`src/rtl/proc_controller_if.sv`:
```
// Handshake and control bundle between the instruction source and proc_controller.
// The master drives EXEC/INSTR; the slave (the controller) drives all strobes.
interface proc_controller_if #(
    parameter int IR_W = 10
);
    logic            EXEC;
    logic [IR_W-1:0] INSTR;
    logic [1:0]      TIME;
    logic            DONE;
    logic            EXTRN;
    logic            RD_OE;
    logic [1:0]      RD_ADDR;
    logic            WR_EN;
    logic [1:0]      WR_ADDR;
    logic            A_IN;
    logic            G_IN;
    logic            G_OUT;
    logic            ALU_SUB;

    modport master (
        output EXEC, INSTR,
        input  TIME, DONE, EXTRN, RD_OE, RD_ADDR, WR_EN, WR_ADDR,
               A_IN, G_IN, G_OUT, ALU_SUB
    );

    modport slave (
        input  EXEC, INSTR,
        output TIME, DONE, EXTRN, RD_OE, RD_ADDR, WR_EN, WR_ADDR,
               A_IN, G_IN, G_OUT, ALU_SUB
    );
endinterface

```
`src/rtl/proc_controller.sv`:
```
// Instruction sequencer for the 10-bit bus processor: latches an instruction on an
// EXEC rising edge and steps T0..T3, decoding bus/regfile/ALU strobes from step and IR.
module proc_controller #(
    parameter int IR_W = 10
) (
    input logic             CLK,
    input logic             RST,
    proc_controller_if.slave bus
);
    typedef enum logic [1:0] {T0 = 2'd0, T1 = 2'd1, T2 = 2'd2, T3 = 2'd3} step_e;

    step_e           step_q, step_d;
    logic [IR_W-1:0] ir_q, ir_d;
    logic            exec_q, exec_d;

    logic [1:0] op, rx, ry;
    logic       done;
    logic       unused_ir;

    assign op        = ir_q[IR_W-1 -: 2];
    assign rx        = ir_q[IR_W-3 -: 2];
    assign ry        = ir_q[IR_W-5 -: 2];
    assign unused_ir = ^ir_q[IR_W-7:0];

    // LOAD/MOV finish in T1, ADD/SUB in T3
    assign done = (!op[1] && step_q == T1) || (op[1] && step_q == T3);

    always_ff @(posedge CLK) begin
        if (RST) begin
            step_q <= T0;
            ir_q   <= '0;
            exec_q <= 1'b1;
        end else begin
            step_q <= step_d;
            ir_q   <= ir_d;
            exec_q <= exec_d;
        end
    end

    always_comb begin
        step_d = step_q;
        ir_d   = ir_q;
        exec_d = bus.EXEC;
        if (step_q == T0) begin
            if (bus.EXEC && !exec_q) begin
                step_d = T1;
                ir_d   = bus.INSTR;
            end
        end else if (done) begin
            step_d = T0;
        end else begin
            step_d = step_e'(step_q + 2'd1);
        end
    end

    always_comb begin
        bus.TIME    = step_q;
        bus.DONE    = done;
        bus.EXTRN   = 1'b0;
        bus.RD_OE   = 1'b0;
        bus.RD_ADDR = rx;
        bus.WR_EN   = 1'b0;
        bus.WR_ADDR = rx;
        bus.A_IN    = 1'b0;
        bus.G_IN    = 1'b0;
        bus.G_OUT   = 1'b0;
        bus.ALU_SUB = 1'b0;
        case (step_q)
            T1: begin
                if (op == 2'b00) begin
                    bus.EXTRN = 1'b1;
                    bus.WR_EN = 1'b1;
                end else if (op == 2'b01) begin
                    bus.RD_ADDR = ry;
                    bus.RD_OE   = 1'b1;
                    bus.WR_EN   = 1'b1;
                end else begin
                    bus.RD_OE = 1'b1;
                    bus.A_IN  = 1'b1;
                end
            end
            T2: begin
                if (op[1]) begin
                    bus.RD_ADDR = ry;
                    bus.RD_OE   = 1'b1;
                    bus.G_IN    = 1'b1;
                    bus.ALU_SUB = op[0];
                end
            end
            T3: begin
                if (op[1]) begin
                    bus.G_OUT = 1'b1;
                    bus.WR_EN = 1'b1;
                end
            end
            default: ;
        endcase
    end
endmodule

```
`src/flat_wrapper.sv`:
```
// flat-port wrapper written by rule: the top's interface ports become plain ports
module proc_controller_flat 
#(
    parameter int IR_W = 10
)
  (CLK, RST, bus_EXEC, bus_INSTR, bus_TIME, bus_DONE, bus_EXTRN, bus_RD_OE, bus_RD_ADDR, bus_WR_EN, bus_WR_ADDR, bus_A_IN, bus_G_IN, bus_G_OUT, bus_ALU_SUB);
  proc_controller_if #(.IR_W(IR_W)) bus_i ();
  input logic CLK;
  input logic RST;
  input wire logic [$bits(bus_i.EXEC)-1:0] bus_EXEC;
  input wire logic [$bits(bus_i.INSTR)-1:0] bus_INSTR;
  output wire logic [$bits(bus_i.TIME)-1:0] bus_TIME;
  output wire logic [$bits(bus_i.DONE)-1:0] bus_DONE;
  output wire logic [$bits(bus_i.EXTRN)-1:0] bus_EXTRN;
  output wire logic [$bits(bus_i.RD_OE)-1:0] bus_RD_OE;
  output wire logic [$bits(bus_i.RD_ADDR)-1:0] bus_RD_ADDR;
  output wire logic [$bits(bus_i.WR_EN)-1:0] bus_WR_EN;
  output wire logic [$bits(bus_i.WR_ADDR)-1:0] bus_WR_ADDR;
  output wire logic [$bits(bus_i.A_IN)-1:0] bus_A_IN;
  output wire logic [$bits(bus_i.G_IN)-1:0] bus_G_IN;
  output wire logic [$bits(bus_i.G_OUT)-1:0] bus_G_OUT;
  output wire logic [$bits(bus_i.ALU_SUB)-1:0] bus_ALU_SUB;
  assign bus_i.EXEC = bus_EXEC;
  assign bus_i.INSTR = bus_INSTR;
  assign bus_TIME = bus_i.TIME;
  assign bus_DONE = bus_i.DONE;
  assign bus_EXTRN = bus_i.EXTRN;
  assign bus_RD_OE = bus_i.RD_OE;
  assign bus_RD_ADDR = bus_i.RD_ADDR;
  assign bus_WR_EN = bus_i.WR_EN;
  assign bus_WR_ADDR = bus_i.WR_ADDR;
  assign bus_A_IN = bus_i.A_IN;
  assign bus_G_IN = bus_i.G_IN;
  assign bus_G_OUT = bus_i.G_OUT;
  assign bus_ALU_SUB = bus_i.ALU_SUB;
  proc_controller #(.IR_W(IR_W)) u_core (.CLK(CLK), .RST(RST), .bus(bus_i));
endmodule
```
`config.mk`:
```
export PLATFORM = sky130hd
export DESIGN_NAME = proc_controller_flat
export DESIGN_NICKNAME = d
export VERILOG_FILES = /design/src/rtl/proc_controller_if.sv /design/src/rtl/proc_controller.sv /design/src/flat_wrapper.sv
export SDC_FILE = /design/constraint.sdc
export NUM_CORES = 1
export LEC_CHECK = 0
export ABC_CLOCK_PERIOD_IN_PS = 1800
export BUFFER_PORTS_ARGS = -buffer_cell sky130_fd_sc_hd__clkbuf_2
export CAP_MARGIN = 10
export CORE_AREA = 2 2 39 41
export CTS_CLUSTER_SIZE = 20
export DETAILED_ROUTE_END_ITERATION = 6
export DIE_AREA = 0 0 41 43
export PLACE_DENSITY_LB_ADDON = 0.15
export SLEW_MARGIN = 5
export SYNTH_ARGS = -nofsm -noshare
export SYNTH_HDL_FRONTEND = slang
export SYNTH_SLANG_ARGS = --single-unit
```
`constraint.sdc`:
```
create_clock -name CLK -period 1.8 [get_ports CLK]
set_input_delay 0.27 -clock CLK [delete_from_list [all_inputs] [get_ports CLK]]
set_output_delay 0.27 -clock CLK [all_outputs]
set_load 0.05 [all_outputs]
```
---- After elaboration in Yosys (flattened, before gate mapping) ----
Cells that the tools add are included.
operators by class
  $add $sub $neg .......................... 1
  multiply operators ...................... 0
  divide/modulo/power cells ............... 0
  magnitude comparators ................... 0
  eq/ne operators ......................... 5
  shift-type cells ........................ 0
  muxes and demuxes ....................... 22
  bitwise gates (word level) .............. 0
  reduce and logical (&&, ||, !) cells .... 9
operators with widths
  kind                 count
  $mux 1               13
  $mux 2               6
  $eq 2x1->1 const B   2
  $eq 2x2->1 const B   2
  $logic_not 2->1      2
  $pmux 1 s2           2
  $pmux 2 s2           1
  $logic_and 1x1->1    3
  $add 2x1->2 const B  1
  $logic_not 1->1      2
  $ne 2x2->1 const B   1
  $reduce_and 2->1     1
  $logic_or 1x1->1     1
word-level totals
  register bits after elaboration ......... 13
  bits in latches ......................... 0
  bits in writable memories ............... 0
  memory bits (read-only) ................. 0
  bits of input ports ..................... 13
  output and inout bits ................... 14
  logic and storage cells ................. 40
  memories ................................ 0

---- Depth between registers and ports, before layout ----
Gate-level depths: netlist of the first run.
  depth in word-level cells ............... 5
  gate-level depth with buffers ........... 5
  depth with buffers taken out ............ 5

---- Least setup slack after synthesis of the first run ----
Ideal clock, no wire load.
  path type ............................... register to output
  start point ............................. reg u_core.step_q[0], in the netlist u_core.bus.TIME[0]
  end point ............................... out bus_EXTRN
  arrival ................................. 2.132 ns
  data required time ...................... 1.530 ns
  path slack .............................. -0.602 ns
  cell stages (with the launch flop) ...... 4
  path buffers ............................ 0
  path through ............................ dfxtp_1 ha_1 inv_1 nor3_1
on the way
  cells in the longest elaborated chain, start to end .. 2
ends and longest elaborated chain
  element                 line                   text
  start, declared         proc_controller.sv:12  step_e step_q, step_d;
  start signal, assigned  proc_controller.sv:34  step_q <= step_d;
  $eq 2x1->1              proc_controller.sv:68  case (step_q)
  $mux 1                  proc_controller.sv:68
  end, declared           flat_wrapper.sv:14     output wire logic [$bits(bus_i.EXTRN)-1:0] bus_EXTRN;
Every way passes these cells.

---- Worst setup path after layout of the first run ----
  start point ............................. reg u_core.step_q[1], in the netlist u_core.bus.TIME[1]
  end point ............................... out bus_RD_ADDR[1]
on the way
  cells in the longest elaborated chain, start to end .. 2
  elaborated cells on any way between the ends .. 3
  classes of those cells .................. eq/ne: 2; mux: 1
ends and longest elaborated chain
  element                                          line                   text
  $eq 2x2->1 / $eq 2x1->1 (equally long branches)  proc_controller.sv:68
  $pmux 2 s2 (*)                                   proc_controller.sv:68
  end, declared                                    flat_wrapper.sv:16     output wire logic [$bits(bus_i.RD_ADDR)-1:0] bus_RD_ADDR;
Every way passes the cells marked *; elsewhere a longest branch is shown, timed or not.

==> results, run 1 <==
- Global routing consumed, over all layers together, between 15 and 20% of the routing resources.
- In this run the critical register-to-register path is launched from u_core.bus.TIME[1]$_SDFFE_PP0P_.
- The chip width is 41 um.
- The number of placed I/O pins is 27.
- The weighted congestion at the end of routability-driven global placement is roughly 0.71.
- Synthesis produced a netlist with a net count of 75.
- STA classifies the critical path endpoint as a primary output.
- The share of the Yosys chip area taken by registers is between 30% and 40%.
- The number of buffers inserted by port buffering is 22.
- The number of max-slew violations in the final report was 0.
- The hold violation total from the final report was 0.
- The core region is between 1000 and 1500 um^2.
- Counting I/O delays and the setup requirement, the final critical path takes between 1.5 and 2 ns.
- The start point of the critical path is u_core.bus.TIME[1]$_SDFFE_PP0P_.
- Once routing completed, OpenROAD measured the worst setup slack at -0.113 ns.
- Synthesis inferred 9 register bits.
- The max-cap check violation count is 0.
- The worst register-to-register path has a depth of 6.
- Across the VDD grid, the largest voltage drop is roughly 640 uV.
- Row generation in the floorplan step produced 14 rows.
- Entering global routing, the biggest net connects 10 pins.
- Once placement finished, the instance area stood at about 700 um^2.
- The class of the tightest hold or removal check is input port to flop.
- The kind of start point of the critical path is a flop.
- The die is roughly 43 um tall.
- The achievable frequency is 523 MHz.
- The count of nets left with antenna violations once routing finished came out at 0.
- For this block, the routed nets add up to about 1200 um of wire.
- Clock tree synthesis found a total of 9 sinks.
- sky130_fd_sc_hd__dfxtp_1 is the most common cell in the netlist.
- The count of cell types in the netlist is 26.
- The total of warnings raised by yosys is 0.
- The tree is rooted in a sky130_fd_sc_hd__clkbuf_4.
- Data on the critical path is required at its endpoint by roughly 1.5 ns.
- The data arrival time at the worst-slack endpoint is 1.64 ns.
- The area growth from synthesis to layout is 45.1%.
- The final-report setup violation count is 2.
- Setup repair after global routing could not meet its margin everywhere.
- Summing every instance area after synthesis gives 547 um^2.
- The first-pass iteration count of the detailed router is 4.
- The average footprint of a synthesized cell is between 9 and 10 um^2.
- In the post-synthesis netlist, the biggest area contributors are sky130_fd_sc_hd__dfxtp_1, sky130_fd_sc_hd__mux2i_1, sky130_fd_sc_hd__ha_1.
- The worst setup path endpoint is bus_RD_ADDR[1].
- The number of enable flip-flop cells after synthesis is 0.
- The async set-or-reset flop fraction in the synthesized netlist is 0%.
- Summed over all instances, the cell type with the most area after synthesis is sky130_fd_sc_hd__dfxtp_1.
- Across all layers, the routed design uses approximately 510 vias.
- The clock tree skew after final layout is between 0.001 and 0.0015 ns.
- In the synthesized netlist, the cells that appear most often are sky130_fd_sc_hd__dfxtp_1, sky130_fd_sc_hd__nor2_1, sky130_fd_sc_hd__mux2i_1.
- Cells fill approximately 57% of the core in the end.
- In this run the power density over the cells is ~1200 nW/um^2.
- Summed over its instances, the top area cell type makes up between 30% and 40% of the synthesized netlist area.
- The maximum fanout encountered on the critical timing path is 3.
- The effective utilization at floorplan is 39.5%.
- The antenna diode instance count is 0.
- For this block, the initial DRC count from the detailed router was 11.
- The post-route clock period utilization is 106%.
- The total half-perimeter wirelength after legalization and detailed placement is ~800 um.
- The via density per instance is 4.99.
- The via count of the first global-routing pass is 487.
- The first global-routing pass estimated roughly 2000 um of wire.
- The insertion delay of the later-clocked pin in the worst-skew pair is 0.26 ns.
- The net total in the final layout is roughly 110.
- The internal reg-to-reg setup slack is 0.23 ns.
- The initial antenna violation count is 0.
- The most used flip-flop cell after synthesis is sky130_fd_sc_hd__dfxtp_1.
- The final reports fail on negative setup slack.
- Synthesis produced a netlist whose cell count is 58.
- In this run the tightest slew margin relative to its limit is 73.9%.
- The run finished, with violations left.
- The layout cell share with drive strength beyond 1 is between 50 and 60%.
- The critical path is of the flop to primary output type.
- TritonCTS built the clock tree.
- The post-cts hold buffer count is 0.
- The clock slew seen by the registers of the worst setup and hold paths is ~0.060 ns.
- The smallest hold slack is 0.233 ns.
- The leftover overflow at the end of global routing is 0.
- The number of remaining DRC errors is 0.
- The number of buffers on the longest clock path is 2.
- In this run the critical register-to-register path is captured at u_core.bus.TIME[0]$_SDFFE_PP0P_.
- CTS built an H-tree with a depth of 1.
- The area of all placed cells without fillers is about 790 um^2.
- The floorplan die area is 1760 um^2.
- For the pin with the worst max-slew slack, the measured transition is between 0.3 and 0.4 ns.
- In this run the static leakage power is 0.411 nW.
- The number of clock buffers added by TritonCTS is 3.
- The per-cell routed wire length is ~11 um.
area by class of cell:
cell class / count / area, um^2
inverters: 5 / 23.8
flip-flops and latches: 9 / 188
repair buffers: 29 / 198
clock buffers: 4 / 26.3
multi-input cells: 40 / 338
fillers: 128 / 591
well taps: 16 / 20.0
kinds of logic after synthesis:
| kind of cell | share of synthesized area, % |
|---|---|
| flops | 33.0 |
| fa+ha+maj | 9.15 |
| buf+inv | 10.3 |
| mux | 15.8 |
| simple gates | 18.8 |
| compound gates | 13.0 |
worst min path at each step:
stage / from / to / slack (ns) / cells past startpoint
2_1_floorplan: bus_EXEC / u_core.exec_q$_SDFF_PP1_ / 0.38 / 1
3_3_place_gp: u_core.ir_q[4]$_SDFFE_PP0P_ / u_core.ir_q[4]$_SDFFE_PP0P_ / 0.48 / 2
3_5_place_dp: u_core.ir_q[5]$_SDFFE_PP0P_ / u_core.ir_q[5]$_SDFFE_PP0P_ / 0.49 / 2
4_1_cts: bus_EXEC / u_core.exec_q$_SDFF_PP1_ / 0.23 / 2
5_1_grt: bus_EXEC / u_core.exec_q$_SDFF_PP1_ / 0.24 / 2
6_report: bus_EXEC / u_core.exec_q$_SDFF_PP1_ / 0.23 / 2
registers in the layout, indices dropped and copies added, names as in the netlist:
| name | count |
|---|---|
| u_core.bus.TIME | 2 |
| u_core.exec_q | 1 |
| u_core.ir_q | 6 |
metrics by stage:
stage / setup WS (ns) / std cells / TNS, ns / total power, mW
6_report: -0.113 / 103 / -0.220 / 0.931
5_1_grt: -0.156 / 103 / -0.305 / 0.991
4_1_cts: -0.130 / 103 / -0.242 / 0.920
3_5_place_dp: 0.0528 / 97 / 0 / 0.693
3_3_place_gp: 0.0536 / 97 / 0 / 0.693
2_1_floorplan: 0.0207 / 58 / 0 / 0.573
power breakdown:
group	internal, mW	switching (mW)
registers	0.224	0.0213
logic	0.222	0.306
clock network	0.0855	0.0720
total	0.532	0.399
routing by layer:
metal / global-route usage (%) / up-vias / part of all wire (%) / wire length, um
met4: 14.0 / 0 / 3.1 / 36
met1: 19.5 / 230 / 43 / 508
met3: 5.24 / 4 / 7.7 / 91
met5: 0 / - / 0 / 0
met2: 24.1 / 22 / 46 / 539
li1: - / 258 / - / -
critical path, stage by stage, from the launching register on:
cell,delay (ns)
sky130_fd_sc_hd__dfxtp_4,0.37
sky130_fd_sc_hd__inv_4,0.04
sky130_fd_sc_hd__ha_4,0.25
sky130_fd_sc_hd__inv_2,0.03
sky130_fd_sc_hd__a221o_1,0.29
sky130_fd_sc_hd__a32o_2,0.25
sky130_fd_sc_hd__buf_8,0.15
placed cells by master (no fill, tap or decap), types with 2 or more instances in the layout:
cell and n:
sky130_fd_sc_hd__clkbuf_2 16, sky130_fd_sc_hd__buf_4 8, sky130_fd_sc_hd__nor2_1 7, sky130_fd_sc_hd__dfxtp_1 7, sky130_fd_sc_hd__mux2i_1 6, sky130_fd_sc_hd__clkbuf_4 3
sky130_fd_sc_hd__inv_4 2, sky130_fd_sc_hd__inv_1 2, sky130_fd_sc_hd__a32o_2 2, sky130_fd_sc_hd__o21ai_0 2, sky130_fd_sc_hd__nand2_1 2, sky130_fd_sc_hd__a21oi_2 2
sky130_fd_sc_hd__ha_1 2, sky130_fd_sc_hd__buf_6 2, sky130_fd_sc_hd__buf_8 2, sky130_fd_sc_hd__dfxtp_4 2
repair_timing:
action                     CTS  global route
pin swaps                    2             1
buffers inserted             2             0
gates resized for setup     13            10
setup endpoints to repair    5             6
(Power assumes the default switching activity.)
==> run 2: changes to the inputs <==
ABC_CLOCK_PERIOD_IN_PS = 1700   (was 1800)
CORE_AREA = not set   (was 2 2 39 41)
CORE_MARGIN = 2   (was not set)
CORE_UTILIZATION = 39   (was not set)
DIE_AREA = not set   (was 0 0 41 43)
clock period = 1.7 ns   (was 1.8 ns; I/O delays follow)
==> run 2 against run 1 <==
- wire length rose by 4.4%
- largest power group unchanged
- worst setup slack got worse by 0.12 ns
- hold slack got worse by 0.029 ns
- design area rose by 8.2%
- clock power rose by 6%
- non-clock buffer count rose by 1
- cell count did not move
- the flow still finishes with violations (negative setup slack)
- sequential share of layout area fell by 1.8 points
- critical path depth did not move
- clock-buffer cell count did not move
- global-route usage fell by 2.0 points
- first-iteration DRC count fell by 64%
==> results, run 2 (synthesis gave the netlist of run 1 again) <==
- The flow ran to the end, but the final reports show violations.
- The checks that failed: negative setup slack.
- The tool flagged a number of max-cap violations equal to 0.
- The net total in the final layout is around 110.
- The maximum fanout encountered on the critical timing path is 3.
- The achievable frequency is just over 500 MHz.
- Leaving out fill and tap cells, the most frequent cell in the layout is sky130_fd_sc_hd__clkbuf_2.
- The class of the tightest hold or removal check is input port to flop.
- The clock tree skew after final layout is between 0.01 and 0.015 ns.
- The final layout contains routed wiring with a total length of approximately 1200 um.
- The DRC violation total after the first TritonRoute iteration is 4.
- In this run the horizontal extent of the chip is between 40 and 50 um.
- In the layout the commonest cells are sky130_fd_sc_hd__clkbuf_2, sky130_fd_sc_hd__buf_4, sky130_fd_sc_hd__dfxtp_1.
- Entering global routing, the biggest net connects 10 pins.
- At the worst endpoint, the arrival time is 1.68 ns.
- In this run, flip-flops and latches consume between 20 and 25% of the power.
- TritonCTS built the clock tree.
- The worst register-to-register path has a depth of 6.
- In the global route stage, met1 resource usage came out at about 16%.
- The insertion delay of the later-clocked pin in the worst-skew pair is between 0.2 and 0.3 ns.
- The start point of the critical path is u_core.bus.TIME[1]$_SDFFE_PP0P_.
- Dividing total power by cell area gives a power density of roughly 1200 nW/um^2.
- STA puts the critical path data required time at approximately 1.4 ns.
- The leakage power is approximately 0.42 nW.
- The analysis attributes to net switching a power of roughly 0.45 mW.
- The number of flip-flops in the largest register is 6.
- The end of the worst hold path is u_core.exec_q$_SDFF_PP1_.
- The congestion estimate from routability-driven global placement came to roughly 0.7.
- During placement, the flow inserted port buffers numbering 22.
- The internal reg-to-reg setup slack is between 0.1 and 0.15 ns.
- The antenna diode instance count is 0.
- The post-route total power is between 1 and 1.5 mW.
- The area growth from synthesis to layout is 57.0%.
- Clock-pin slew was measured on the worst setup and hold paths at roughly 0.070 ns.
- The hold violation total from the final report is 0.
- The final cell count without fillers is 103.
- Setup repair after global routing could not meet its margin everywhere.
- The post-route clock period utilization is 114%.
- Clock tree synthesis selected as its root buffer the cell sky130_fd_sc_hd__clkbuf_4.
- The via count of the first global-routing pass is around 480.
- At the pin with the least slew margin, the transition time is approximately 0.39 ns.
- Ranked by flip-flop count, first place goes to u_core.ir_q.
- The floorplan die area is ~1700 um^2.
- The layout cell share with drive strength beyond 1 is roughly 65%.
- Setup violations remaining at the end of the flow were counted as 4.
- The met3 track demand over resource is about 3.5%.
- In the final routed layout, each cell accounts on average for between 10 and 15 um.
- In this run the critical register-to-register path is captured at u_core.bus.TIME[0]$_SDFFE_PP0P_.
- The total track usage is between 10% and 20%.
- For this configuration, the core starts out at a cell density of 42.0%.
- The number of max-slew violations in the final report is 0.
- Counting along the longest clock path gives a buffer depth of 2.
- The first-pass iteration count of the detailed router is 4.
- Summed over all nets, the half-perimeter wirelength after detailed placement is between 900 and 1000 um.
- The clock network accounts for 15.8% of the total power.
- Including well taps, the total number of placed cells is 98.
- Dividing the detail-routed via count by the number of cells gives ~5.
- The post-layout minimum cycle time is a little under 2 ns.
- Per report_power, the combinational group accounts for between 50% and 60% of the total.
- The switching power as a share of total power is 42.6%.
- The post-cts hold buffer count is 0.
- The clock net in this run drives a total of 9 sinks.
- The vias after detailed routing is 516.
- The initial antenna violation count is 0.
- The wire length of the first global-routing pass is around 2000 um.
- The remaining max-slew budget at the tightest pin is 74.2%.
- Summed over all layers, the global routing overflow is 0.
- Pin placement for this block handled 27 I/O pins.
- The number of remaining DRC errors is 0.
- The worst setup path is captured at a primary output.
- In this run the remaining antenna-violating nets after routing total 0.
- In this run the vertical extent of the chip is slightly above 40 um.
- The critical path is of the flop to primary output type.
- The worst hold path passes through 2 cells.
- After floorplanning, the core was divided into 13 placement rows.
- The total area inside the core boundary comes to around 1300 um^2.
- The launch instance of the worst min-delay path is bus_EXEC.
- The worst register-to-register path begins at u_core.bus.TIME[0]$_SDFFE_PP0P_.
- VDD sags by at most about 800 uV.
- STA classifies the critical path startpoint as a flop.
- CTS built an H-tree with a depth of 1.
- The global routing stage identified its most utilized layer as met2.
- The total internal power is roughly 0.61 mW.
- For met2 alone, demand over resource in global routing was 25.6%.
- In the post-route analysis, the smallest setup slack over all paths is -0.233 ns.
- The number of clock buffers added by TritonCTS is 3.
[run 2: layout make-up]
type	count	area, um^2
fillers	110	443
well taps	15	18.8
multi-input cells	40	369
clock buffers	4	26.3
inverters	5	23.8
repair buffers	30	233
flip-flops and latches	9	188
[run 2: worst max path at each step]
stage	depth (start not counted)	endpoint	slack (ns)
final	6	bus_RD_ADDR[0]	-0.23
after global routing	6	bus_RD_ADDR[0]	-0.26
after CTS	6	bus_RD_ADDR[1]	-0.24
after detailed placement	6	bus_RD_ADDR[0]	-0.009
after global placement	6	bus_RD_ADDR[0]	0.02
after floorplan	4	bus_EXTRN	0.009
[run 2: critical path, stage by stage (launching register included)]
cell,delay [ns]
sky130_fd_sc_hd__dfxtp_4,0.38
sky130_fd_sc_hd__inv_4,0.05
sky130_fd_sc_hd__ha_4,0.26
sky130_fd_sc_hd__inv_2,0.03
sky130_fd_sc_hd__a221o_1,0.29
sky130_fd_sc_hd__a32o_2,0.25
sky130_fd_sc_hd__buf_8,0.15
[run 2: stage by stage]
stage / instance area [um^2] / hold WS (ns) / worst slack, ns / setup TNS, ns / utilization, %
after floorplan: 597 / 0.362 / 0.00860 / 0 / -
after global placement: 741 / 0.472 / 0.0150 / 0 / 56.9
after detailed placement: 741 / 0.476 / -0.00865 / -0.00865 / 56.9
after CTS: 816 / 0.201 / -0.244 / -0.587 / 62.7
after global routing: 858 / 0.209 / -0.263 / -0.644 / 66.0
final: 858 / 0.204 / -0.233 / -0.516 / 66.0
[run 2: timing repair]
action,CTS,global route
pin swaps,1,1
setup buffers,0,1
gates resized for setup,14,14
endpoints found under the setup margin,7,8
[run 2: power groups by stage]
stage                     clock [mW]  sequential, mW  combinational [mW]
after floorplan                    0           0.309               0.333
after global placement             0           0.264               0.517
after detailed placement           0           0.266               0.523
after CTS                      0.173           0.262               0.572
after global routing           0.184           0.264               0.672
final                          0.168           0.261               0.630
[run 2: layer usage]
layer,up-vias,wire length [um]
li1,258,-
met1,241,540
met2,15,613
met3,2,60
met4,0,14
met5,-,0
